`config.mk`:
```
export PLATFORM = sky130hd
export DESIGN_NAME = tc_ps_gp_rd
export DESIGN_NICKNAME = d
export VERILOG_FILES = /design/src/rtl/tc_ps_gp_pkg.sv /design/src/rtl/tc_ps_gp_rd_addr.sv /design/src/rtl/tc_ps_gp_rd.sv
export SDC_FILE = /design/constraint.sdc
export NUM_CORES = 1
export LEC_CHECK = 0
export ABC_CLOCK_PERIOD_IN_PS = 1500
export CORE_MARGIN = 2
export CORE_UTILIZATION = 38
export DETAILED_ROUTE_END_ITERATION = 10
export PLACE_DENSITY = 0.77
export SYNTH_ARGS = -nofsm -noshare
export SYNTH_HDL_FRONTEND = slang
export SYNTH_SLANG_ARGS = --single-unit
```
`constraint.sdc`:
```
create_clock -name clk -period 1.5 [get_ports clk]
set_input_delay 0.45 -clock clk [delete_from_list [all_inputs] [get_ports clk]]
set_output_delay 0.45 -clock clk [all_outputs]
set_load 0.1 [all_outputs]
```
`src/rtl/tc_ps_gp_pkg.sv`:
```
// Shared encodings for the PS GP0 register-window AXI3 responders.
// Burst/response codes, FSM state codes and the AXI field widths live here.
package tc_ps_gp_pkg;

    localparam int ID_W  = 12;
    localparam int LEN_W = 4;

    typedef enum logic [1:0] {
        BURST_FIXED = 2'd0,
        BURST_INCR  = 2'd1,
        BURST_WRAP  = 2'd2,
        BURST_RSVD  = 2'd3
    } burst_e;

    localparam logic [1:0] RESP_OKAY   = 2'd0;
    localparam logic [1:0] RESP_SLVERR = 2'd2;

    localparam logic [1:0] ST_IDLE  = 2'd0;
    localparam logic [1:0] ST_FETCH = 2'd1;
    localparam logic [1:0] ST_CAPT  = 2'd2;
    localparam logic [1:0] ST_RESP  = 2'd3;

    // Only 2/4/8/16-beat WRAP bursts have a power-of-two wrap boundary.
    function automatic logic wrap_len_ok(input logic [LEN_W-1:0] len);
        return (len == 4'd1) || (len == 4'd3) || (len == 4'd7) || (len == 4'd15);
    endfunction

endpackage

```
`src/rtl/tc_ps_gp_rd_addr.sv`:
```
// Next-word-address generator for an AXI3 burst walking a 2^ADDR_W-word bank.
// Pure combinational; FIXED holds, INCR wraps modulo the bank, WRAP wraps on len+1 words.
module tc_ps_gp_rd_addr
    import tc_ps_gp_pkg::*;
#(
    parameter int unsigned ADDR_W = 8
) (
    input  logic [ADDR_W-1:0] addr_i,
    input  logic [LEN_W-1:0]  len_i,
    input  logic [1:0]        burst_i,
    output logic [ADDR_W-1:0] next_addr_o
);

    logic [ADDR_W-1:0] mask;
    logic [ADDR_W-1:0] incr;

    // A WRAP with an illegal length falls back to plain INCR behaviour.
    always_comb begin
        mask              = '0;
        mask[LEN_W-1:0]   = len_i;
        incr              = addr_i + ADDR_W'(1);
        next_addr_o       = incr;
        if (burst_i == BURST_FIXED) begin
            next_addr_o = addr_i;
        end else if ((burst_i == BURST_WRAP) && wrap_len_ok(len_i)) begin
            next_addr_o = (addr_i & ~mask) | (incr & mask);
        end
    end

endmodule

```
`src/rtl/tc_ps_gp_rd.sv`:
```
// AXI3 read responder for the PS GP0 port: one outstanding burst, one bank read per beat.
// Each beat is IDLE/RESP -> FETCH (rd_en) -> CAPT (rd_data valid) -> RESP (R beat held).
module tc_ps_gp_rd
    import tc_ps_gp_pkg::*;
#(
    parameter logic [31:0] BASE_ADDR = 32'h43C0_0000,
    parameter int unsigned ADDR_W    = 8
) (
    input  logic              clk,
    input  logic              rst,
    input  logic [31:0]       M_AXI_GP0_0_araddr,
    input  logic [1:0]        M_AXI_GP0_0_arburst,
    input  logic [3:0]        M_AXI_GP0_0_arcache,
    input  logic [1:0]        M_AXI_GP0_0_arlock,
    input  logic [2:0]        M_AXI_GP0_0_arprot,
    input  logic [3:0]        M_AXI_GP0_0_arqos,
    input  logic [ID_W-1:0]   M_AXI_GP0_0_arid,
    input  logic [LEN_W-1:0]  M_AXI_GP0_0_arlen,
    input  logic [2:0]        M_AXI_GP0_0_arsize,
    input  logic              M_AXI_GP0_0_arvalid,
    output logic              M_AXI_GP0_0_arready,
    output logic [31:0]       M_AXI_GP0_0_rdata,
    output logic [ID_W-1:0]   M_AXI_GP0_0_rid,
    output logic [1:0]        M_AXI_GP0_0_rresp,
    output logic              M_AXI_GP0_0_rlast,
    output logic              M_AXI_GP0_0_rvalid,
    input  logic              M_AXI_GP0_0_rready,
    output logic              rd_en,
    output logic [ADDR_W-1:0] rd_addr,
    input  logic [31:0]       rd_data
);

    logic [1:0]        state_q,   state_d;
    logic [ID_W-1:0]   id_q,      id_d;
    logic [LEN_W-1:0]  len_q,     len_d;
    logic [LEN_W-1:0]  beat_q,    beat_d;
    logic [1:0]        burst_q,   burst_d;
    logic [ADDR_W-1:0] addr_q,    addr_d;
    logic              ok_q,      ok_d;
    logic              arready_q, arready_d;
    logic              rvalid_q,  rvalid_d;
    logic              rlast_q,   rlast_d;
    logic [1:0]        rresp_q,   rresp_d;
    logic [ID_W-1:0]   rid_q,     rid_d;
    logic [31:0]       rdata_q,   rdata_d;

    logic              ar_fire;
    logic              in_range;
    logic [ADDR_W-1:0] next_addr;
    logic              unused_ok;

    assign unused_ok = ^{M_AXI_GP0_0_arcache, M_AXI_GP0_0_arlock, M_AXI_GP0_0_arprot,
                         M_AXI_GP0_0_arqos, M_AXI_GP0_0_arsize, M_AXI_GP0_0_araddr[1:0]};

    assign ar_fire  = M_AXI_GP0_0_arvalid && arready_q;
    assign in_range = (M_AXI_GP0_0_araddr[31:ADDR_W+2] == BASE_ADDR[31:ADDR_W+2]);

    tc_ps_gp_rd_addr #(
        .ADDR_W (ADDR_W)
    ) u_addr (
        .addr_i      (addr_q),
        .len_i       (len_q),
        .burst_i     (burst_q),
        .next_addr_o (next_addr)
    );

    // ok_q folds the range check and the reserved-burst check into one flag taken at AR time.
    always_comb begin
        state_d   = state_q;
        id_d      = id_q;
        len_d     = len_q;
        beat_d    = beat_q;
        burst_d   = burst_q;
        addr_d    = addr_q;
        ok_d      = ok_q;
        rvalid_d  = rvalid_q;
        rlast_d   = rlast_q;
        rresp_d   = rresp_q;
        rid_d     = rid_q;
        rdata_d   = rdata_q;
        case (state_q)
            ST_IDLE: begin
                if (ar_fire) begin
                    id_d    = M_AXI_GP0_0_arid;
                    len_d   = M_AXI_GP0_0_arlen;
                    burst_d = M_AXI_GP0_0_arburst;
                    addr_d  = M_AXI_GP0_0_araddr[ADDR_W+1:2];
                    ok_d    = in_range && (M_AXI_GP0_0_arburst != BURST_RSVD);
                    beat_d  = '0;
                    state_d = ST_FETCH;
                end
            end
            ST_FETCH: begin
                state_d = ST_CAPT;
            end
            ST_CAPT: begin
                rdata_d  = ok_q ? rd_data : 32'd0;
                rresp_d  = ok_q ? RESP_OKAY : RESP_SLVERR;
                rlast_d  = (beat_q == len_q);
                rid_d    = id_q;
                rvalid_d = 1'b1;
                state_d  = ST_RESP;
            end
            ST_RESP: begin
                if (M_AXI_GP0_0_rready) begin
                    rvalid_d = 1'b0;
                    if (rlast_q) begin
                        state_d = ST_IDLE;
                    end else begin
                        beat_d  = beat_q + LEN_W'(1);
                        addr_d  = next_addr;
                        state_d = ST_FETCH;
                    end
                end
            end
            default: begin
                state_d = ST_IDLE;
            end
        endcase
    end

    // arready is registered so it first rises one edge after reset release and after the last beat.
    assign arready_d = (state_d == ST_IDLE);

    always_ff @(posedge clk or negedge rst) begin
        if (!rst) begin
            state_q   <= ST_IDLE;
            id_q      <= '0;
            len_q     <= '0;
            beat_q    <= '0;
            burst_q   <= '0;
            addr_q    <= '0;
            ok_q      <= 1'b0;
            arready_q <= 1'b0;
            rvalid_q  <= 1'b0;
            rlast_q   <= 1'b0;
            rresp_q   <= RESP_OKAY;
            rid_q     <= '0;
            rdata_q   <= '0;
        end else begin
            state_q   <= state_d;
            id_q      <= id_d;
            len_q     <= len_d;
            beat_q    <= beat_d;
            burst_q   <= burst_d;
            addr_q    <= addr_d;
            ok_q      <= ok_d;
            arready_q <= arready_d;
            rvalid_q  <= rvalid_d;
            rlast_q   <= rlast_d;
            rresp_q   <= rresp_d;
            rid_q     <= rid_d;
            rdata_q   <= rdata_d;
        end
    end

    // FETCH is entered exactly once per beat, so the strobe is safe for clear-on-read bits.
    assign rd_en   = (state_q == ST_FETCH) && ok_q;
    assign rd_addr = addr_q;

    assign M_AXI_GP0_0_arready = arready_q;
    assign M_AXI_GP0_0_rvalid  = rvalid_q;
    assign M_AXI_GP0_0_rlast   = rlast_q;
    assign M_AXI_GP0_0_rresp   = rresp_q;
    assign M_AXI_GP0_0_rid     = rid_q;
    assign M_AXI_GP0_0_rdata   = rdata_q;

endmodule

```
* Yosys cells after proc, flatten, opt, wreduce, memory -nomap -nowiden
Cells that the tools add are included.
Word-level totals: bits of input ports 102, output and inout port bits 58, word-level logic and storage cells 68, bits in registers 82
Cells by class: equal/unequal tests 15, add/sub/neg operators 2, bitwise gates (word level) 4, muxes and demuxes 18, reductions and logical operators 16
Operators by type and width (count):
- $mux W8 | 5
- $mux W32 | 1
- $eq A22 B21 Y1 const B | 1
- $pmux W8 S2 | 1
- $mux W4 | 3
- $ne A2 B2 Y1 const B | 5
- $add A8 B1 Y8 const B | 1
- $and A8 B4 Y8 | 1
- $and A8 B8 Y8 | 1
- $not A4 Y8 | 1
- $or A8 B8 Y8 | 1
- $pmux W2 S4 | 1
- $pmux W4 S2 | 1
- $eq A2 B2 Y1 const B | 3
- $logic_not A2 Y1 | 3
- $mux W2 | 3
- $reduce_and A5 Y1 | 1
- $add A4 B1 Y4 const B | 1
- $eq A4 B1 Y1 const B | 1
- $eq A4 B2 Y1 const B | 1
- $eq A4 B3 Y1 const B | 1
- $eq A4 B4 Y1 | 1
- $eq A4 B4 Y1 const B | 1
- $logic_and A1 B1 Y1 | 4
- other kinds (7) | 12

* Logic depth before layout (Yosys ltp)
depth in word-level cells 10, mapped depth 7, depth with buffers taken out 5

* Modules after synthesis
A second synthesis with hierarchy kept.
Second synthesis, totals: cell total of the unflattened synthesis 370, area, all modules 3659.8 µm²
Modules (own cells, without submodules):
- tc_ps_gp_rd | area each 3430.8 µm², instances 1, cells an instance 339, sequential area each 2026.9 µm²
- tc_ps_gp_rd_addr | area each 229.0 µm², instances 1, cells an instance 31, sequential area each 0.0 µm²

* Worst setup path before layout
OpenSTA, ideal clock, no wires.
kind register to output, from register ok_q, to output port rd_en, arrival time 2.122 ns, cell stages (with the launch flop) 5, slack -1.072 ns, path through dfrtp_1 > clkbuf_1 > clkbuf_1 > nand2_1 > nor2_1
Between the ends: longest elaborated chain between the ends 1
RTL lines:
- from (decl) | RTL line tc_ps_gp_rd.sv:39 | logic ok_q, ok_d;
- from (signal assigned) | RTL line tc_ps_gp_rd.sv:147 | ok_q <= ok_d;
- $logic_and A1 B1 Y1 | RTL line tc_ps_gp_rd.sv:158 | assign rd_en = (state_q == ST_FETCH) && ok_q;
- to (decl) | RTL line tc_ps_gp_rd.sv:28 | output logic rd_en,
Every way passes these cells.

* Worst setup path after layout
from register state_q[1], to output port rd_en
Between the ends: longest elaborated chain between the ends 2
RTL lines:
- from (decl) | RTL line tc_ps_gp_rd.sv:33 | logic [1:0] state_q, state_d;
- from (signal assigned) | RTL line tc_ps_gp_rd.sv:141 | state_q <= state_d;
- $eq A2 B1 Y1 | RTL line tc_ps_gp_rd.sv:158
- $logic_and A1 B1 Y1 | RTL line tc_ps_gp_rd.sv:158
Every way passes these cells.

==> summary.txt <==
STA
  – Worst-Margin Slew: 503 ps
  – Max-Slew Margin vs Limit: 66.4%
  – Final setup violation count: 46
  – Max Fclk: 613 MHz
  – Fin Clk Skew: ~12 ps
  – Final period demand of the worst path: 1630 ps
  – RSZ-0062 raised after global routing: yes
  – Tcrit/Tclk final: 109%
  – Hold Vio Cnt, Final: 0
  – Pins Over Slew Limit: 0
  – Final WS setup: -131 ps

Logic synthesis
  – Register area share after synthesis: about 57%
  – Ranking of synthesized cells by area: dfrtp_1, mux2_2, nand2_1
  – Unique masters post-synth: 46
  – Ys Warns: 0
  – Number of synthesized register bits: 81
  – Avg Cell Area, Syn: 10.7 um^2
  – Synth area leader: dfrtp_1
  – Cells after Synth: 334
  – Share of Yosys cell area claimed by the top area cell type: between 50% and 60%
  – Net Count, Synth: 438
  – Mapped cell area: 3560 um^2

Floorplanning
  – Std cell rows: 35
  – Die height: 101 um
  – Die W: 101 um
  – Starting Density: 38.9%
  – Die footprint: 10200 um^2
  – I/O Pins: 160
  – Core area: 9150 um^2

Global route
  – Number of global-route vias before repair: 3303
  – Grt ovf: 0
  – Largest net degree at the start of global routing: 51
  – First-pass GRT wire length: 15800 um
  – GRT Total Usage: 19.8%
  – Initial antenna violation count: 0

Critical path
  – Worst Path Max Fanout: 3
  – Setup crit end kind: primary output
  – Max incr delay on CP: 420 ps
  – Crit path DAT: roughly 1200 ps
  – CP Class: flip-flop to primary output
  – Worst path cell trace: buf_6 -> nor2_4 -> buf_12
  – R2r worst-path depth: 4
  – Crit path required time: roughly 1100 ps
  – CP max-delay cell: dfrtp_1
  – CP Launch Type: flip-flop

Placement
  – Input/output buffers: 140
  – Placer Congestion: 0.778
  – HPWL after DPL: between 7000 and 8000 um
  – Placed cell areas: 6010 um^2

Min path
  – Hold depth: 1
  – Worst Hold Class: flip-flop to flip-flop

Layout
  – Commonest cells after routing, fill and taps aside: clkdlybuf4s50_1, nand2_1, dfrtp_1
  – # diodes: 0
  – Area grow syn2layout: 87.0%
  – Most common cell after layout, fill and taps aside: clkdlybuf4s50_1
  – Post-layout nets: about 630
  – Post-route cell area: 6660 um^2
  – Layout cell share with drive strength beyond 1: 38.0%
  – Filler Cell Count: 618

Clock network
  – Clock transition at the registers of the reported paths: roughly 80 ps
  – CTS buffer count: 9
  – TritonCTS clock tree: done
  – Clock sinks: 81
  – H-tree levels: 3
  – Root Driver: clkbuf_8
  – Bufs on Longest Clock Path: 2
  – Clock latency on the worst-skew pair: between 300 and 400 ps

Pwr
  – Worst VDD drop: 1.32 mV
  – Total power: ~13 mW
  – Power Density: 1880 nW/um^2
  – P_leak: 2.87 nW

Route
  – Total vias in the final route: 3292
  – DR iter-0 viols: 93
  – Number of remaining DRC errors: 0
  – Vias/cell: 5.16
  – Detailed Route WL: 11000 um
  – Post-DRT Antenna Nets: 0
  – Router iterations before antenna repair: 4
  – Wirelength per Cell: 17.3 um

Outcome
  – Failing checks: setup timing
  – Outcome: complete, but fails checks

Job
  – Max_cap viols: 0
## cells in the mapped netlist (all sizes together)
master   n
nand4    6
a21o     1
xnor2    4
nand2   81
o311ai   1
xor2     3
nand4b   1
clkbuf  14
o21ai   38
mux2i    1
nor3     3
or4      2
a31o     1
or3      1
o211ai   5
a31oi    3
a22oi    1
nand3    4
ha       2
nor2b    2
and2     1
dfrtp   81
o22ai    1
nor4bb   1
a41oi    1
nor2    13
o21ba    1
a22o     1
nand3b   1
o21bai   1
o41ai    1
nor4     3
and3     2
a311oi   1
conb     1
buf      8
mux2    32
and4     1
nor4b    1
and4b    1
a211oi   2
or2      1
a21oi    3
nand2b   1
## path summary, 6_finish.rpt
path | slack, ps | startpoint | end
max in group asynchronous | 470 | rst | M_AXI_GP0_0_arready$_DFF_PN0_
min in group asynchronous | 540 | rst | rd_addr[5]$_DFFE_PN0P_
worst max-delay path | -130 | state_q[1]$_DFF_PN0_ | rd_en
worst max register to register | -120 | burst_q[0]$_DFFE_PN0P_ | flip-flop
worst min-delay path | 520 | id_q[9]$_DFFE_PN0P_ | id_q[9]$_DFFE_PN0P_
worst min register to register | 520 | id_q[9]$_DFFE_PN0P_ | id_q[9]$_DFFE_PN0P_
## sequential cells by signal, summed over array words and instances, names as in the netlist, named ones only
| name | count |
|---|---|
| M_AXI_GP0_0_rvalid | 1 |
| M_AXI_GP0_0_rlast | 1 |
| M_AXI_GP0_0_arready | 1 |
| M_AXI_GP0_0_rid | 12 |
| rd_addr | 5 |
| state_q | 2 |
| M_AXI_GP0_0_rresp | 1 |
| burst_q | 2 |
| len_q | 4 |
| beat_q | 4 |
| M_AXI_GP0_0_rdata | 32 |
| id_q | 12 |
| ok_q | 1 |
## critical path, delay by kind of cell (launching register included)
kind | cells | cell delay, ps
buffers and inverters | 2 | 310
and+or+nand+nor | 1 | 110
DFF | 1 | 420
## stage by stage
| stage | utilization (%) | hold WS [ps] | setup TNS, ps | cells | setup slack [ps] |
|---|---|---|---|---|---|
| floorplan | - | 154 | -1530 | 334 | -81.2 |
| global placement | 65.7 | 363 | -14280 | 597 | -519 |
| detailed placement | 65.7 | 366 | -14610 | 597 | -552 |
| CTS | 68.9 | 522 | -3240 | 622 | -134 |
| global route | 72.8 | 546 | -6320 | 638 | -186 |
| finish | 72.8 | 525 | -3190 | 638 | -131 |
## final cells by class
| class | instances | area (um^2) | share of cell area (%) |
|---|---|---|---|
| Clock buffer | 11 | 141 | 2.12 |
| Clock inverter | 4 | 28.8 | 0.432 |
| Multi-Input combinational cell | 232 | 1650 | 24.8 |
| Sequential cell | 81 | 2050 | 30.8 |
| Tap cell | 111 | 139 | 2.08 |
| Timing Repair Buffer | 199 | 2660 | 39.8 |
## kinds of logic (layout without fill, tap and decap cells)
| family | count (synthesis) | after routing | synth area share [%] |
|---|---|---|---|
| AO/OA/AOI/OAI | 62 | 63 | 10.8 |
| XOR/XNOR | 7 | 7 | 1.72 |
| adder cells (fa/ha/maj) | 2 | 2 | 0.702 |
| buffers and inverters | 22 | 214 | 3.16 |
| flip-flops | 81 | 81 | 56.9 |
| multiplexers | 33 | 33 | 10.4 |
| other | 1 | 1 | 0.105 |
| AND/OR/NAND/NOR | 126 | 126 | 16.2 |
## routing by layer
metal | GRT usage (%) | vias to the layer above | share of wire [%]
li1 | - | 1538 | -
met2 | 34.0 | 127 | 51
met3 | 4.79 | 22 | 5.9
met5 | 0 | - | 0
met1 | 24.3 | 1605 | 41
met4 | 6.95 | 0 | 1.9
## power breakdown
part	internal, mW	switching (mW)
Combinational	3.61	4.01
Clock	0.642	0.812
Sequential	2.84	0.642
Total	7.09	5.47
## what timing repair did
item | in CTS | in global routing
setup buffers | 9 | 7
cloned | 0 | 9
gates resized for setup | 35 | 39
hold endpoints to repair | 19 | 0
endpoints found under the setup margin | 41 | 73
hold buffers | 1 | 0
pin swaps | 1 | 17
(Power assumes the default switching activity.)
